==> config.mk <==
export PLATFORM = sky130hd
export DESIGN_NAME = add_share_sched
export DESIGN_NICKNAME = d
export VERILOG_FILES = /design/src/rtl/add_share_pkg.sv /design/src/rtl/add_rr_arbiter.sv /design/src/rtl/add_share_sched.sv
export SDC_FILE = /design/constraint.sdc
export NUM_CORES = 1
export LEC_CHECK = 0
export ABC_AREA = 1
export CELL_PAD_IN_SITES_DETAIL_PLACEMENT = 1
export CELL_PAD_IN_SITES_GLOBAL_PLACEMENT = 2
export CORE_MARGIN = 5
export CORE_UTILIZATION = 20
export CTS_BUF_LIST = sky130_fd_sc_hd__clkbuf_8
export DETAILED_ROUTE_END_ITERATION = 6
export PLACE_DENSITY = 0.82
export SLEW_MARGIN = 15
export SYNTH_ARGS = -nofsm -noshare
export SYNTH_HDL_FRONTEND = slang
export SYNTH_SLANG_ARGS = --single-unit
==> constraint.sdc <==
create_clock -name clk -period 4.1 [get_ports clk]
set_input_delay 0.615 -clock clk [delete_from_list [all_inputs] [get_ports clk]]
set_output_delay 0.615 -clock clk [all_outputs]
set_load 0.03 [all_outputs]
==> src/rtl/add_share_pkg.sv <==
// add_share_pkg: shared types and helpers for the shared-adder scheduler.
//   add_arb_state_t : scheduler run/drain/halted state
//   MAX_REQ/MAX_LAT : supported upper bounds for requester count and adder latency
//   id_w(n)         : width of a requester index for n requesters
package add_share_pkg;

  localparam int MAX_REQ = 8;
  localparam int MAX_LAT = 8;

  typedef enum logic [1:0] {
    RUN    = 2'd0,
    DRAIN  = 2'd1,
    HALTED = 2'd2
  } add_arb_state_t;

  function automatic int id_w(input int n);
    return (n <= 2) ? 1 : $clog2(n);
  endfunction

endpackage

==> src/rtl/add_rr_arbiter.sv <==
// add_rr_arbiter: combinational round-robin pick among NUM_REQ requesters.
//   req  : request vector
//   ptr  : last granted index; scan starts at ptr+1 and wraps
//   en   : grant enable (gnt forced to zero when low)
//   gnt  : one-hot grant (or zero)
//   idx  : encoded index of the winner (valid whenever any req is set)
module add_rr_arbiter
  import add_share_pkg::*;
#(
  parameter  int NUM_REQ = 4,
  localparam int ID_W    = id_w(NUM_REQ)
) (
  input  logic [NUM_REQ-1:0] req,
  input  logic [ID_W-1:0]    ptr,
  input  logic               en,
  output logic [NUM_REQ-1:0] gnt,
  output logic [ID_W-1:0]    idx
);

  logic found;

  always_comb begin
    gnt   = '0;
    idx   = '0;
    found = 1'b0;
    // Offset 1..NUM_REQ from the pointer, so the last winner is checked last.
    for (int k = 1; k <= NUM_REQ; k++) begin
      if (!found && req[(int'(ptr) + k) % NUM_REQ]) begin
        found                            = 1'b1;
        gnt[(int'(ptr) + k) % NUM_REQ]   = en;
        idx                              = ID_W'((int'(ptr) + k) % NUM_REQ);
      end
    end
  end

endmodule

==> src/rtl/add_share_sched.sv <==
// add_share_sched: shares one pipelined adder among NUM_REQ requesters.
// Round-robin grant, operand issue, in-order ID tagging of results, and a
// halt/drain control so software can quiesce the adder.
//   clk, reset            : clock, async active-high reset
//   req_valid/req_ready   : per-requester handshake (ready is one-hot or zero)
//   req_a/req_b           : flat operand buses, requester i in slice i
//   halt                  : stop accepting and drain
//   add_valid/add_a/add_b : operands to the shared adder
//   add_sum               : adder result, ADD_LAT cycles after add_valid
//   rsp_valid/rsp_id/rsp_sum : tagged result pulse, no backpressure
//   busy                  : anything in flight or a response pending
//   halted                : scheduler is in HALTED
// Optional build macro ADD_SHARE_GNT_CNT_EN adds per-requester 16-bit
// saturating accept counters read through cnt_sel/cnt_val.
module add_share_sched
  import add_share_pkg::*;
#(
  parameter  int NUM_REQ = 4,
  parameter  int DATA_W  = 32,
  parameter  int ADD_LAT = 1,
  localparam int ID_W    = id_w(NUM_REQ)
) (
  input  logic                      clk,
  input  logic                      reset,
  input  logic [NUM_REQ-1:0]        req_valid,
  output logic [NUM_REQ-1:0]        req_ready,
  input  logic [NUM_REQ*DATA_W-1:0] req_a,
  input  logic [NUM_REQ*DATA_W-1:0] req_b,
  input  logic                      halt,
  output logic                      add_valid,
  output logic [DATA_W-1:0]         add_a,
  output logic [DATA_W-1:0]         add_b,
  input  logic [DATA_W:0]           add_sum,
  output logic                      rsp_valid,
  output logic [ID_W-1:0]           rsp_id,
  output logic [DATA_W:0]           rsp_sum,
  output logic                      busy,
  output logic                      halted
`ifdef ADD_SHARE_GNT_CNT_EN
  ,
  input  logic [ID_W-1:0]           cnt_sel,
  output logic [15:0]               cnt_val
`endif
);

  add_arb_state_t state, state_nxt;

  logic [ID_W-1:0]             ptr;
  logic [ID_W-1:0]             gnt_idx;
  logic [NUM_REQ-1:0]          gnt;
  logic                        arb_en;
  logic                        acc;
  // Stage 0 lines up with add_valid; stage ADD_LAT lines up with add_sum.
  logic [ADD_LAT:0]            vld_pipe;
  logic [ADD_LAT:0][ID_W-1:0]  id_pipe;

  // ---------------- arbitration ----------------
  assign arb_en = (state == RUN) && !halt;

  add_rr_arbiter #(.NUM_REQ(NUM_REQ)) u_arb (
    .req (req_valid),
    .ptr (ptr),
    .en  (arb_en),
    .gnt (gnt),
    .idx (gnt_idx)
  );

  assign req_ready = gnt;
  assign acc       = |(req_valid & gnt);

  always_ff @(posedge clk or posedge reset) begin
    if (reset)    ptr <= ID_W'(NUM_REQ - 1);
    else if (acc) ptr <= gnt_idx;
  end

  // ---------------- issue ----------------
  // Operands hold their last value between issues.
  always_ff @(posedge clk or posedge reset) begin
    if (reset) begin
      add_a <= '0;
      add_b <= '0;
    end else if (acc) begin
      add_a <= req_a[int'(gnt_idx)*DATA_W +: DATA_W];
      add_b <= req_b[int'(gnt_idx)*DATA_W +: DATA_W];
    end
  end

  // ---------------- tag pipeline ----------------
  always_ff @(posedge clk or posedge reset) begin
    if (reset) begin
      vld_pipe <= '0;
      id_pipe  <= '0;
    end else begin
      vld_pipe[0] <= acc;
      id_pipe[0]  <= gnt_idx;
      for (int i = 1; i <= ADD_LAT; i++) begin
        vld_pipe[i] <= vld_pipe[i-1];
        id_pipe[i]  <= id_pipe[i-1];
      end
    end
  end

  assign add_valid = vld_pipe[0];

  // ---------------- response ----------------
  always_ff @(posedge clk or posedge reset) begin
    if (reset) begin
      rsp_valid <= 1'b0;
      rsp_id    <= '0;
      rsp_sum   <= '0;
    end else begin
      rsp_valid <= vld_pipe[ADD_LAT];
      if (vld_pipe[ADD_LAT]) begin
        rsp_id  <= id_pipe[ADD_LAT];
        rsp_sum <= add_sum;
      end
    end
  end

  assign busy = (|vld_pipe) | rsp_valid;

  // ---------------- control FSM ----------------
  always_ff @(posedge clk or posedge reset) begin
    if (reset) state <= RUN;
    else       state <= state_nxt;
  end

  always_comb begin
    state_nxt = state;
    case (state)
      RUN:     if (halt) state_nxt = DRAIN;
      DRAIN:   if (!busy)     state_nxt = HALTED;
               else if (!halt) state_nxt = RUN;
      HALTED:  if (!halt) state_nxt = RUN;
      default: state_nxt = RUN;
    endcase
  end

  always_comb begin
    halted = (state == HALTED);
  end

`ifdef ADD_SHARE_GNT_CNT_EN
  logic [NUM_REQ-1:0][15:0] cnt;

  always_ff @(posedge clk or posedge reset) begin
    if (reset) begin
      cnt <= '0;
    end else if (acc && (cnt[gnt_idx] != 16'hFFFF)) begin
      cnt[gnt_idx] <= cnt[gnt_idx] + 16'd1;
    end
  end

  assign cnt_val = (int'(cnt_sel) < NUM_REQ) ? cnt[cnt_sel] : 16'd0;
`endif

endmodule
==> metrics.yaml, run 1 <==
detailed_routing:
  vias: 8350
  met2_length_um: 16330
  drc: 0
  wl_met3_um: 2378
  vias_per_cell: 4.326
  wl_per_cell_um: 16.93
  routed_wl_um: 32670
  dr.pass1.iters: 4
  met1_length_um: 13450
  top_layer: "met5"
  first_iter_violations: 216
  ant_nets: 0
power_and_ir_drop:
  leakage_uw: 0.005851
  peakVddDrop_v: 0.0003877
  p_per_area_nw_per_um2: 941.9
global_routing:
  antenna_found_initial: 2
  grt_pass1_wl_um: 51190
  grt_pass1_vias: 8892
  grt_max_degree: 129
  gr-total-overflow: 0
  track_usage: 0.1575
cts:
  cts_buffer_depth: 2
  htreeDepth: 3
  post_cts_buffers: 0
  clk_pin_slew_ns: 0.13
  root_buffer: "clkbuf_8"
  cts_tree: "built"
  cts.sinks: 110
  clk-insertion-delay-late_ns: 0.40
  cts_buffers: 9
logic_synthesis:
  syn_avg_cell_area_sq_um: 6.609
  synth_warnings: 0
  synthCells: 1105
  ys_seq_area_frac: 0.3772
  syn_nets: 1409
  synth_cell_type_count: 28
  synth_area_sq_um: 7303
  ys_ff_latch: 110
timing:
  worstMarginPinSlew_ns: 0.9566
  finalSetupTns_ns: 0
  fmax_mhz: 259.0
  fin_skew_ns: 0.01785
  relSlewSlack: 0.3598
  period_needed_ns: 3.861
  finalHoldViolCount: 0
  finalSetupViolations: 0
  slew_violations: 0
  setup_ws_ns: 0.2390
  grt_setup_unrepaired: "no"
  period_share: 0.9417
floorplan:
  core-area_sq_um: 36350
  initial_utilization: 0.2009
  dieArea_sq_um: 40440
  row_count: 70
  ios: 403
  die_h_um: 201.1
  die_w_um: 201.1
final_layout:
  fillers: 4508
  drive_gt1_frac: 0.06502
  fin_util: 0.3264
  syn_to_final_growth_pct: 62.45
  fin_nets: 1760
  final_cells: 1930
critical_path:
  cp_common_cell: "inv_1"
  path_delay_family: "buffers and inverters"
  cp_max_fo: 13
  cp.depth: 11
  critPathKind: "flop to primary output"
  cp.arrival_ns: 3.25
  critPathLaunchType: "flop"
  cp.buffers_inverters: 4
  cpMaxStageDelayCell: "dfstp_2"
  worstSetupEndpointType: "primary output"
  worst_path_largest_cell_delay_ns: 0.68
  worst_ep_required_time_ns: 3.48
  worst_r2r_path_depth: 15
  crit_chain: "inv_2 > ha_1 > inv_1 > nand3_2 > nand2_2 > nor2_4 > nand4_1 > nand3_1 > nand2_1 > inv_1 > clkdlybuf4s50_1"
placement:
  portBuffers: 402
  gp_congestion: 0.7903
  dp_cells: 1913
  pre_cts_slack_ns: 0.5570
  dpl.hpwl_um: 24520
worst_hold_path:
  hold_path_depth: 0
  min_path_type: "flop to flop"
status:
  outcome: "finished clean"
job:
  cap_violations: 0
[stage by stage]
step	power [uW]	hold slack (ns)	area, sq um
after global routing	12420	0.3720	11860
after CTS	11540	0.3678	11860
final	11170	0.3643	11860
after global placement	10610	0.3322	11650
after detailed placement	10770	0.3370	11650
after floorplan	7895	0.3312	7303
[sequential cells by signal, summed over array words and instances, names as in the netlist]
register and flops:
rsp_sum 33, vld_pipe 2, add_b 32, rsp_id 2, state 2, rsp_valid 1
add_a 32, id_pipe 4, ptr 2
[area by class of cell]
| cell class | instances | area [sq um] | share of cell area |
|---|---|---|---|
| Inverter | 18 | 75.07 | 0.006328 |
| Antenna cell | 1 | 2.502 | 0.0002109 |
| Sequential cell | 110 | 2755 | 0.2322 |
| Clock inverter | 7 | 81.33 | 0.006855 |
| Multi-Input combinational cell | 902 | 4054 | 0.3417 |
| Timing Repair Buffer | 415 | 4187 | 0.3529 |
| Tap cell | 468 | 585.6 | 0.04936 |
| Clock buffer | 9 | 123.9 | 0.01044 |
[report_power, final]
| part | internal (uW) | switching [uW] | leakage, uW |
|---|---|---|---|
| combinational | 2920 | 5660 | 0.00438 |
| clock | 248 | 466 | 0.000104 |
| sequential | 1600 | 280 | 0.00137 |
[timing repair]
action	in CTS	in global routing
setup endpoints to repair	0	1
hold buffers	0	0
gates resized for setup	0	1
[cell families after synthesis]
kind of cell / count (synthesis) / synth area share
AOI/OAI and AO/OA: 12 / 0.01062
adders and majority gates: 8 / 0.01371
buffers and inverters: 93 / 0.07247
DFF: 110 / 0.3772
muxes: 35 / 0.05397
and+or+nand+nor: 847 / 0.4720
[placed cells by master (no fill, tap or decap), drive strengths merged]
cell           synthesis  routed
a21boi                 4       4
a21oi                  5       5
buf                   67      13
clkbuf                 8       9
clkdlybuf4s50          0     401
clkinv                 0       3
dfrtp                108     108
dfstp                  2       2
diode                  0       1
dlymetal6s2s           0       1
ha                     8       8
inv                   18      22
mux2                  35      35
nand2                687     687
nand3                148     148
nand4                  5       5
nor2                   5       5
nor3                   2       2
o21ai                  3       3
[worst paths after layout]
check	start	end	slack (ns)
max	ptr[1]	req_ready[0]	0.24
min	id_pipe[0]	id_pipe[2]	0.36
max reg2reg	ptr[1]	add_b[9]	0.60
min reg2reg	id_pipe[0]	id_pipe[2]	0.36
max in group asynchronous	reset	ptr[1]	2.55
min in group asynchronous	reset	add_a[25]	0.70
[Yosys cell counts]
master      n  area, sq um
nand3_2     3        30.03
buf_1       2        7.510
dfstp_2     2        52.55
o21ai_0     2        10.01
a21oi_2     1        8.760
a21boi_0    4        30.03
inv_2       3        11.26
o21ai_2     1        8.760
buf_2      38        190.2
nand3_1   145        725.7
ha_1        8        100.1
buf_8       1        15.01
nor2_4      1        11.26
inv_6       1        8.760
buf_4      21        157.7
clkbuf_1    8        30.03
inv_1      14        52.55
nand2_1   673         2526
nand2_4     1        11.26
nand4_1     5        31.28
nand2_2    13        81.33
mux2_2     35        394.1
buf_6       5        56.30
dfrtp_1   108         2703
nor2_1      2        7.510
a21oi_1     4        20.02
nor3_1      2        10.01
nor2_2      2        12.51
[layer usage]
metal / vias up / global-route usage
met5: - / 0
met4: 2 / 0.03491
met3: 26 / 0.05753
met2: 236 / 0.2813
met1: 3942 / 0.1804
li1: 4144 / -
(Power assumes the default switching activity.)
==> inputs of run 2 (changes only) <==
--- a/config.mk
+++ b/config.mk
@@ -12,6 +12,7 @@
 export CORE_UTILIZATION = 20
 export CTS_BUF_LIST = sky130_fd_sc_hd__clkbuf_8
 export DETAILED_ROUTE_END_ITERATION = 6
+export GPL_TIMING_DRIVEN = 0
 export PLACE_DENSITY = 0.82
 export SLEW_MARGIN = 15
 export SYNTH_ARGS = -nofsm -noshare
==> run 2 against run 1 <==
Effect of this change:
- routed wire length rose by 11%
- via count grew 3.1%
- worst setup slack better by 0.025 ns
- hold slack got worse by 0.0028 ns
- clock skew up 0.0037 ns
- critical path type unchanged
- largest power group unchanged
==> metrics.yaml, run 2 (synthesis results as in run 1) <==
status:
  outcome: "finished clean"
global_routing:
  grt_pass1_vias: 9272  # +4.3%
  gr-total-overflow: 0  # unchanged
  antenna_found_initial: 5  # +3
  grt_max_degree: 65  # -50%
  grt_pass1_wl_um: 55200  # +7.8%
  track_usage: 0.1738  # +0.01631
critical_path:
  worst_ep_required_time_ns: 3.48  # about the same
  cp_max_fo: 10  # -3
  worstSetupEndpointType: "primary output"
  critPathKind: "flop to primary output"
  cp.arrival_ns: 3.22  # -0.03 ns
  critPathLaunchType: "flop"
  critPathLaunch: "ptr[1]"
  crit-reg2reg-launch: "ptr[0]"
timing:
  fin_skew_ns: 0.02156  # +0.003703 ns
  worstMarginPinSlew_ns: 0.9355  # -0.02113 ns
  finalSetupTns_ns: 0  # unchanged
  fmax_mhz: 260.7  # +0.65%
  period_share: 0.9356  # -0.006072
  finalSetupViolations: 0  # unchanged
  slew_violations: 0  # unchanged
  period_needed_ns: 3.836  # -0.02489 ns
  relSlewSlack: 0.3763  # +0.01650
  grt_setup_unrepaired: "no"
  finalHoldViolCount: 0  # unchanged
worst_hold_path:
  worst_hold_startpoint: "id_pipe[1]"
  min_path_type: "flop to flop"
detailed_routing:
  routed_wl_um: 36400  # +11%
  dr.pass1.iters: 4  # unchanged
  drc: 0  # unchanged
  first_iter_violations: 240  # +11%
  wl_per_cell_um: 18.24  # +7.8%
  vias: 8605  # +3.1%
  vias_per_cell: 4.313  # -0.30%
  ant_nets: 0  # unchanged
cts:
  hold_buffers: 0  # unchanged
  root_buffer: "clkbuf_8"
  htreeDepth: 3  # unchanged
  clk-insertion-delay-late_ns: 0.40  # about the same
  cts_tree: "built"
  postCtsResizedCells: 0  # unchanged
  cts_buffers: 9  # unchanged
  cts_buffer_depth: 2  # unchanged
  post_cts_buffers: 0  # unchanged
  cts.sinks: 110  # unchanged
  clk_pin_slew_ns: 0.11  # -0.02 ns
placement:
  dpl_cell_area_sq_um: 11950  # +2.5%
  portBuffers: 402  # unchanged
  gp_congestion: 0.8233  # +4.2%
  dpl.hpwl_um: 29220  # +19%
power_and_ir_drop:
  p_per_area_nw_per_um2: 973.8  # +3.4%
  peakVddDrop_v: 0.0003148  # -19%
  leakage_uw: 0.006035  # +3.1%
  power_uw: 11820  # +5.8%
floorplan:
  initial_utilization: 0.2009  # unchanged
  die_h_um: 201.1  # unchanged
  ios: 403  # unchanged
  dieArea_sq_um: 40440  # unchanged
  row_count: 70  # unchanged
  core-area_sq_um: 36350  # unchanged
  die_w_um: 201.1  # unchanged
final_layout:
  mostFrequentLayoutCell: "nand2_1"
  fillers: 4528  # +0.44%
  layout_common_cells: "nand2_1 (673), clkdlybuf4s50_1 (402), nand3_1 (145), dfrtp_1 (108), buf_2 (38)"
  fin_nets: 1823  # +3.6%
  drive_gt1_frac: 0.09514  # +0.03012
  top_regs: "rsp_sum: 33 flops, add_a: 32 flops, add_b: 32 flops"
  syn_to_final_growth_pct: 66.25
  largest_reg_flops: 33  # unchanged
  fin_util: 0.3340  # +0.007642
  top_register: "rsp_sum"
  fin_area_sq_um: 12140  # +2.3%
job:
  cap_violations: 0  # unchanged
==> run 2: metrics by stage <==
step,instances,hold slack (ns),worst slack (ns)
4_1_cts,1992,0.3668,0.1958
3_5_place_dp,1976,0.3389,0.4892
3_3_place_gp,1975,0.3325,-1.456
6_report,1995,0.3616,0.2638
2_1_floorplan,1105,0.3312,0.5860
5_1_grt,1995,0.3696,0.01169
==> run 2: critical path, cell delays in order, from the launching register on <==
cell	delay, ns
dfstp_2	0.67
inv_2	0.13
ha_1	0.38
inv_1	0.08
nand3_2	0.12
nand2_2	0.10
nor2_4	0.16
buf_6	0.15
nand4_1	0.09
nand3_1	0.14
nand2_1	0.06
inv_1	0.07
clkdlybuf4s50_1	0.66
==> run 2: metal layers <==
| metal | share of wire | global-route usage | wire (um) |
|---|---|---|---|
| met1 | 0.41 | 0.2001 | 15030 |
| met4 | 0.015 | 0.03761 | 555 |
| met5 | 0.00019 | 0 | 7 |
| met3 | 0.064 | 0.05173 | 2342 |
| met2 | 0.51 | 0.3184 | 18460 |
==> run 2: cell type report <==
class,count,area [sq um],area share
buffer,75,456.7,0.03761
timing repair buffer,403,4051,0.3337
clock buffer,9,123.9,0.01020
inverter,18,77.57,0.006389
clock inverter,7,65.06,0.005359
sequential,110,2755,0.2269
multi-input combinational,902,4019,0.3310
tap,468,585.6,0.04823
antenna,3,7.507,0.0006183
==> run 2: power by group <==
part	switching, uW	total (uW)	internal (uW)
sequential	284	1880	1600
clock	439	676	237
combinational	6000	9260	3260
==> run 2: final timing paths <==
check	to	cells after the start	slack [ns]
min in group asynchronous	add_a[28]	2	0.62
setup reg to reg	add_a[19]	16	0.63
max in group asynchronous	ptr[1]	3	2.74
hold / removal	id_pipe[3]	0	0.36
hold reg to reg	id_pipe[3]	0	0.36
setup / recovery	req_ready[3]	12	0.26
